$ cat src/rtl/ex_stage.sv
// Execute stage: single-cycle logic/shift/arith results plus an
// iterative radix-2 restoring divider that stalls the pipe and writes HI/LO.
module ex_stage #(
  parameter int DIV_CYCLES = 32
) (
  input  logic        clk,
  input  logic        rst,
  input  logic [7:0]  aluop_i,
  input  logic [2:0]  alusel_i,
  input  logic [31:0] reg1_i,
  input  logic [31:0] reg2_i,
  input  logic [4:0]  wd_i,
  input  logic        wreg_i,
  input  logic        annul_i,
  output logic [4:0]  wd_o,
  output logic        wreg_o,
  output logic [31:0] wdata_o,
  output logic        whilo_o,
  output logic [31:0] hi_o,
  output logic [31:0] lo_o,
  output logic        stallreq_o
);

  localparam logic [7:0] OP_AND  = 8'b00100100;
  localparam logic [7:0] OP_OR   = 8'b00100101;
  localparam logic [7:0] OP_XOR  = 8'b00100110;
  localparam logic [7:0] OP_NOR  = 8'b00100111;
  localparam logic [7:0] OP_SLL  = 8'b01111100;
  localparam logic [7:0] OP_SRL  = 8'b00000010;
  localparam logic [7:0] OP_SRA  = 8'b00000011;
  localparam logic [7:0] OP_ADDU = 8'b00100001;
  localparam logic [7:0] OP_SUBU = 8'b00100011;
  localparam logic [7:0] OP_SLT  = 8'b00101010;
  localparam logic [7:0] OP_SLTU = 8'b00101011;
  localparam logic [7:0] OP_DIV  = 8'b00011010;
  localparam logic [7:0] OP_DIVU = 8'b00011011;

  localparam logic [2:0] SEL_LOGIC = 3'b001;
  localparam logic [2:0] SEL_SHIFT = 3'b010;
  localparam logic [2:0] SEL_ARITH = 3'b100;

  localparam int CW = $clog2(DIV_CYCLES + 1);

  typedef enum logic [1:0] {
    S_IDLE,
    S_DIVZERO,
    S_ON,
    S_DONE
  } div_state_t;

  logic        is_div;
  logic        is_sdiv;
  logic [4:0]  sh;
  logic [31:0] logic_res;
  logic [31:0] shift_res;
  logic [31:0] arith_res;
  logic [31:0] alu_res;

  assign is_sdiv = (aluop_i == OP_DIV);
  assign is_div  = is_sdiv || (aluop_i == OP_DIVU);
  assign sh      = reg1_i[4:0];

  always_comb begin
    logic_res = '0;
    case (aluop_i)
      OP_AND:  logic_res = reg1_i & reg2_i;
      OP_OR:   logic_res = reg1_i | reg2_i;
      OP_XOR:  logic_res = reg1_i ^ reg2_i;
      OP_NOR:  logic_res = ~(reg1_i | reg2_i);
      default: logic_res = '0;
    endcase
  end

  always_comb begin
    shift_res = '0;
    case (aluop_i)
      OP_SLL:  shift_res = reg2_i << sh;
      OP_SRL:  shift_res = reg2_i >> sh;
      OP_SRA:  shift_res = $unsigned($signed(reg2_i) >>> sh);
      default: shift_res = '0;
    endcase
  end

  always_comb begin
    arith_res = '0;
    case (aluop_i)
      OP_ADDU: arith_res = reg1_i + reg2_i;
      OP_SUBU: arith_res = reg1_i - reg2_i;
      OP_SLT:  arith_res = {31'b0, $signed(reg1_i) < $signed(reg2_i)};
      OP_SLTU: arith_res = {31'b0, reg1_i < reg2_i};
      default: arith_res = '0;
    endcase
  end

  always_comb begin
    alu_res = '0;
    unique case (1'b1)
      (alusel_i == SEL_LOGIC): alu_res = logic_res;
      (alusel_i == SEL_SHIFT): alu_res = shift_res;
      (alusel_i == SEL_ARITH): alu_res = arith_res;
      default:                 alu_res = '0;
    endcase
  end

  div_state_t  st_q, st_d;
  logic [CW-1:0] cnt_q;
  logic [31:0] dvs_q;
  logic [31:0] quo_q;
  logic [31:0] rem_q;
  logic        qneg_q;
  logic        rneg_q;
  logic [31:0] dvd_mag;
  logic [31:0] dvs_mag;
  logic [32:0] rem_sh;
  logic [32:0] diff;

  assign dvd_mag = (is_sdiv && reg1_i[31]) ? -reg1_i : reg1_i;
  assign dvs_mag = (is_sdiv && reg2_i[31]) ? -reg2_i : reg2_i;
  assign rem_sh  = {rem_q, quo_q[31]};
  assign diff    = rem_sh - {1'b0, dvs_q};

  always_comb begin
    st_d = st_q;
    if (annul_i) begin
      st_d = S_IDLE;
    end else begin
      case (st_q)
        S_IDLE: begin
          if (is_div)
            st_d = (reg2_i == '0) ? S_DIVZERO : S_ON;
        end
        S_DIVZERO: st_d = S_DONE;
        S_ON: begin
          if (cnt_q == CW'(DIV_CYCLES - 1))
            st_d = S_DONE;
        end
        S_DONE:  st_d = S_IDLE;
        default: st_d = S_IDLE;
      endcase
    end
  end

  always_ff @(posedge clk) begin
    if (rst) begin
      st_q   <= S_IDLE;
      cnt_q  <= '0;
      dvs_q  <= '0;
      quo_q  <= '0;
      rem_q  <= '0;
      qneg_q <= 1'b0;
      rneg_q <= 1'b0;
    end else begin
      st_q <= st_d;
      if (st_q == S_IDLE && st_d == S_ON) begin
        cnt_q  <= '0;
        dvs_q  <= dvs_mag;
        quo_q  <= dvd_mag;
        rem_q  <= '0;
        qneg_q <= is_sdiv && (reg1_i[31] ^ reg2_i[31]);
        rneg_q <= is_sdiv && reg1_i[31];
      end else if (st_q == S_IDLE && st_d == S_DIVZERO) begin
        quo_q  <= '0;
        rem_q  <= '0;
        qneg_q <= 1'b0;
        rneg_q <= 1'b0;
      end else if (st_q == S_ON && !annul_i) begin
        // restoring step: keep the trial difference only if no borrow
        cnt_q <= cnt_q + 1'b1;
        if (!diff[32]) begin
          rem_q <= diff[31:0];
          quo_q <= {quo_q[30:0], 1'b1};
        end else begin
          rem_q <= rem_sh[31:0];
          quo_q <= {quo_q[30:0], 1'b0};
        end
      end
    end
  end

  always_comb begin
    wd_o       = '0;
    wreg_o     = 1'b0;
    wdata_o    = '0;
    whilo_o    = 1'b0;
    hi_o       = '0;
    lo_o       = '0;
    stallreq_o = 1'b0;
    if (!rst) begin
      wd_o    = wd_i;
      wreg_o  = wreg_i && !is_div;
      wdata_o = is_div ? '0 : alu_res;
      case (st_q)
        S_IDLE:    stallreq_o = is_div && !annul_i;
        S_DIVZERO: stallreq_o = !annul_i;
        S_ON:      stallreq_o = !annul_i;
        S_DONE: begin
          if (!annul_i) begin
            whilo_o = 1'b1;
            lo_o    = qneg_q ? -quo_q : quo_q;
            hi_o    = rneg_q ? -rem_q : rem_q;
          end
        end
        default: stallreq_o = 1'b0;
      endcase
    end
  end

endmodule

$ cat config.mk
export PLATFORM = sky130hd
export DESIGN_NAME = ex_stage
export DESIGN_NICKNAME = d
export VERILOG_FILES = /design/src/rtl/ex_stage.sv
export SDC_FILE = /design/constraint.sdc
export NUM_CORES = 1
export LEC_CHECK = 0
export CORE_MARGIN = 4
export CORE_UTILIZATION = 55
export DETAILED_ROUTE_END_ITERATION = 8
export GPL_ROUTABILITY_DRIVEN = 0
export PLACE_DENSITY_LB_ADDON = 0.08
export SYNTH_ARGS = -nofsm -noshare
export SYNTH_HDL_FRONTEND = slang
export SYNTH_SLANG_ARGS = --single-unit
$ cat constraint.sdc
create_clock -name clk -period 8.25 [get_ports clk]
set_input_delay 2.0625 -clock clk [delete_from_list [all_inputs] [get_ports clk]]
set_output_delay 2.0625 -clock clk [all_outputs]
set_load 0.05 [all_outputs]
==> flow_summary.json <==
{
  "status": "finished, final reports clean",
  "reg2reg_from": "quo_q[31]",
  "synth_nets": 2761,
  "area_growth_syn_to_layout_pct": 16.2,
  "start_util": 0.560,
  "critPathCaptureType": "output pin",
  "grt_max_degree": 94,
  "critical_path_peak_fanout": 6,
  "ys.warnings.count": 0,
  "syn_area_mm2": 0.0177,
  "drc": 0,
  "max-clock-path-buffers": 2,
  "drt_first_iter_violations": 2587,
  "final_common_cell": "nor2_1",
  "hold_path.startpoint": "dvs_q[21]",
  "setup_tns_ps": 0,
  "core_area_mm2": 0.0316,
  "hold_depth": 2,
  "synth_seq_cells": 106,
  "synth_cell_types": 74,
  "crit_arrival_ps": 6050,
  "die_h_um": 188,
  "final_nets": 2842,
  "min_to": "dvs_q[21]",
  "synth_ff_type": "dfxtp_1",
  "period_share": 0.983,
  "yosysSeqAreaShare": 0.120,
  "p_per_area_mw_per_mm2": 85.0,
  "ant_nets": 0,
  "setup_viol": 0,
  "skew_ps": 8.92,
  "grt_antenna_before_repair": 2,
  "postSynthAreaPerCell_um2": 7.00,
  "synthArstFlopShare": 0,
  "htreeDepth": 3,
  "place.port_buffers": 187,
  "grt_pass1_vias": 18610,
  "final_cell_mix": "327 x nor2_1, 218 x o21ai_0, 198 x a21oi_1, 195 x nand2_1, 149 x clkdlybuf4s50_1",
  "hold_violations": 0,
  "num_rows": 65,
  "fin_util": 0.651,
  "fp.dieW_um": 188,
  "cts_sinks": 106,
  "cp.required_ps": 6190,
  "clockRootBuffer": "clkbuf_16",
  "ff2ff_path_depth": 13,
  "dr.pass1.iters": 8,
  "vias": 20104,
  "crit_type": "in -> out",
  "overflow": 0,
  "regToRegEndpoint": "quo_q[0]",
  "syn-instance-count": 2533,
  "cts_buffers": 9,
  "place_hpwl_um": 52700,
  "die_area_mm2": 0.0352,
  "final_area_mm2": 0.0206,
  "post-cts-setup-buffers": 0,
  "rrSetupSlack_ps": 4420,
  "peakVddDrop_uv": 80.9,
  "drive_gt1_frac": 0.0855,
  "slew_viol_final": 0,
  "slew_headroom": 0.264,
  "startpoint_type": "input port",
  "synth_enable_flop_cells": 0,
  "avgViaCountPerCell": 6.65,
  "cap_violations": 0,
  "io_pins": 188,
  "grt_pass1_wl_um": 104000,
  "wl_per_cell_um": 22.4,
  "cts_tree": "yes",
  "fmax_ghz": 0.123,
  "totalWireLength_um": 67700,
  "power.leakage_nw": 8.04,
  "clkLatencyLatePin_ps": 360,
  "rsz0062_at_grt": "false",
  "clk_pin_slew_ps": 70,
  "fin_crit_ps": 8110,
  "hold_ws_ps": 504,
  "tightest_slew_ps": 1100,
  "place_area_mm2": 0.0203,
  "hp-class": "reg -> reg",
  "track_usage": 0.363
}
kinds of logic after synthesis:
logic type,synth area share
AOI/OAI and AO/OA,0.286
and+or+nand+nor,0.199
xor gates and xnor gates,0.105
muxes,0.115
buffers and inverters,0.0725
adders and majority gates,0.103
DFF,0.120
synthesized netlist by cell type, types with 19 or more instances:
library cell | count | share of area
a211oi_1 | 103 | 0.044
a21o_1 | 31 | 0.013
a21oi_1 | 198 | 0.056
a31oi_1 | 35 | 0.012
buf_1 | 30 | 0.0064
clkbuf_1 | 162 | 0.034
dfxtp_1 | 106 | 0.12
ha_1 | 141 | 0.10
inv_1 | 144 | 0.030
mux2i_1 | 105 | 0.059
mux4_2 | 43 | 0.055
nand2_1 | 196 | 0.041
nand2b_1 | 19 | 0.0067
nand3_1 | 29 | 0.0082
nand4_1 | 21 | 0.0074
nor2_1 | 327 | 0.069
nor2b_1 | 25 | 0.0088
nor3_1 | 45 | 0.013
o211ai_1 | 25 | 0.011
o21ai_0 | 219 | 0.062
o22ai_1 | 29 | 0.010
o31ai_1 | 34 | 0.014
or4_1 | 20 | 0.0085
xnor2_1 | 141 | 0.070
xor2_1 | 71 | 0.035
worst max-delay path by stage:
stage	start	end	depth (start not counted)
after CTS	reg2_i[2]	wdata_o[30]	14
after global routing	reg2_i[6]	wdata_o[21]	15
after floorplan	reg1_i[4]	wdata_o[21]	15
final	reg2_i[1]	wdata_o[31]	15
after global placement	reg2_i[1]	wdata_o[27]	15
after detailed placement	reg2_i[2]	wdata_o[30]	14
metrics by stage:
stage | power [mW] | cells | setup slack [ps]
after floorplan | 1.06 | 2533 | 304
after global placement | 1.30 | 3005 | 245
after detailed placement | 1.31 | 3005 | 112
after CTS | 1.72 | 3021 | 90.1
after global routing | 1.82 | 3021 | 20.6
final | 1.75 | 3023 | 139
state kept, by name, summed over array words and instances (netlist names):
| register | flops |
|---|---|
| cnt_q | 6 |
| qneg_q | 1 |
| st_q | 2 |
| rem_q | 32 |
| quo_q | 32 |
| rneg_q | 1 |
| dvs_q | 32 |
final cells by class:
| type | count | area (um^2) |
|---|---|---|
| clock inverters | 6 | 50.0 |
| well taps | 402 | 503 |
| clock buffers | 10 | 229 |
| repair buffers | 263 | 2720 |
| multi-input cells | 2085 | 14400 |
| flip-flops and latches | 106 | 2120 |
| diodes | 2 | 5.00 |
| inverters | 149 | 559 |
| fillers | 2849 | 11000 |
layer usage:
| metal | part of all wire | vias to the layer above | track usage | wire (um) |
|---|---|---|---|---|
| met5 | 0.00019 | - | 0 | 13 |
| met4 | 0.080 | 2 | 0.233 | 5430 |
| met2 | 0.42 | 1336 | 0.554 | 28500 |
| met1 | 0.38 | 9200 | 0.469 | 25900 |
| li1 | - | 9280 | - | - |
| met3 | 0.12 | 286 | 0.0728 | 7840 |
critical path: stages:
cell and delay [ps]:
clkdlybuf4s50_1 480, inv_1 130, ha_1 230, or2_2 290, o221ai_1 390, a211oi_2 190, a2111oi_1 530, buf_4 200
o211ai_1 150, a31oi_2 320, o21a_1 150, a311oi_1 100, xor2_1 170, o22ai_1 430, buf_12 200
where the power goes:
part	switching [mW]	total [mW]	internal (mW)
Combinational	0.498	0.818	0.320
Sequential	0.00322	0.517	0.514
Clock	0.208	0.417	0.210
what timing repair did:
item	4_1_cts	5_1_grt
resized for setup	0	10
endpoints found under the hold margin	0	0
setup endpoints to repair	0	12
hold buffers	0	0
Note: power is estimated with default switching activity, not from simulation.
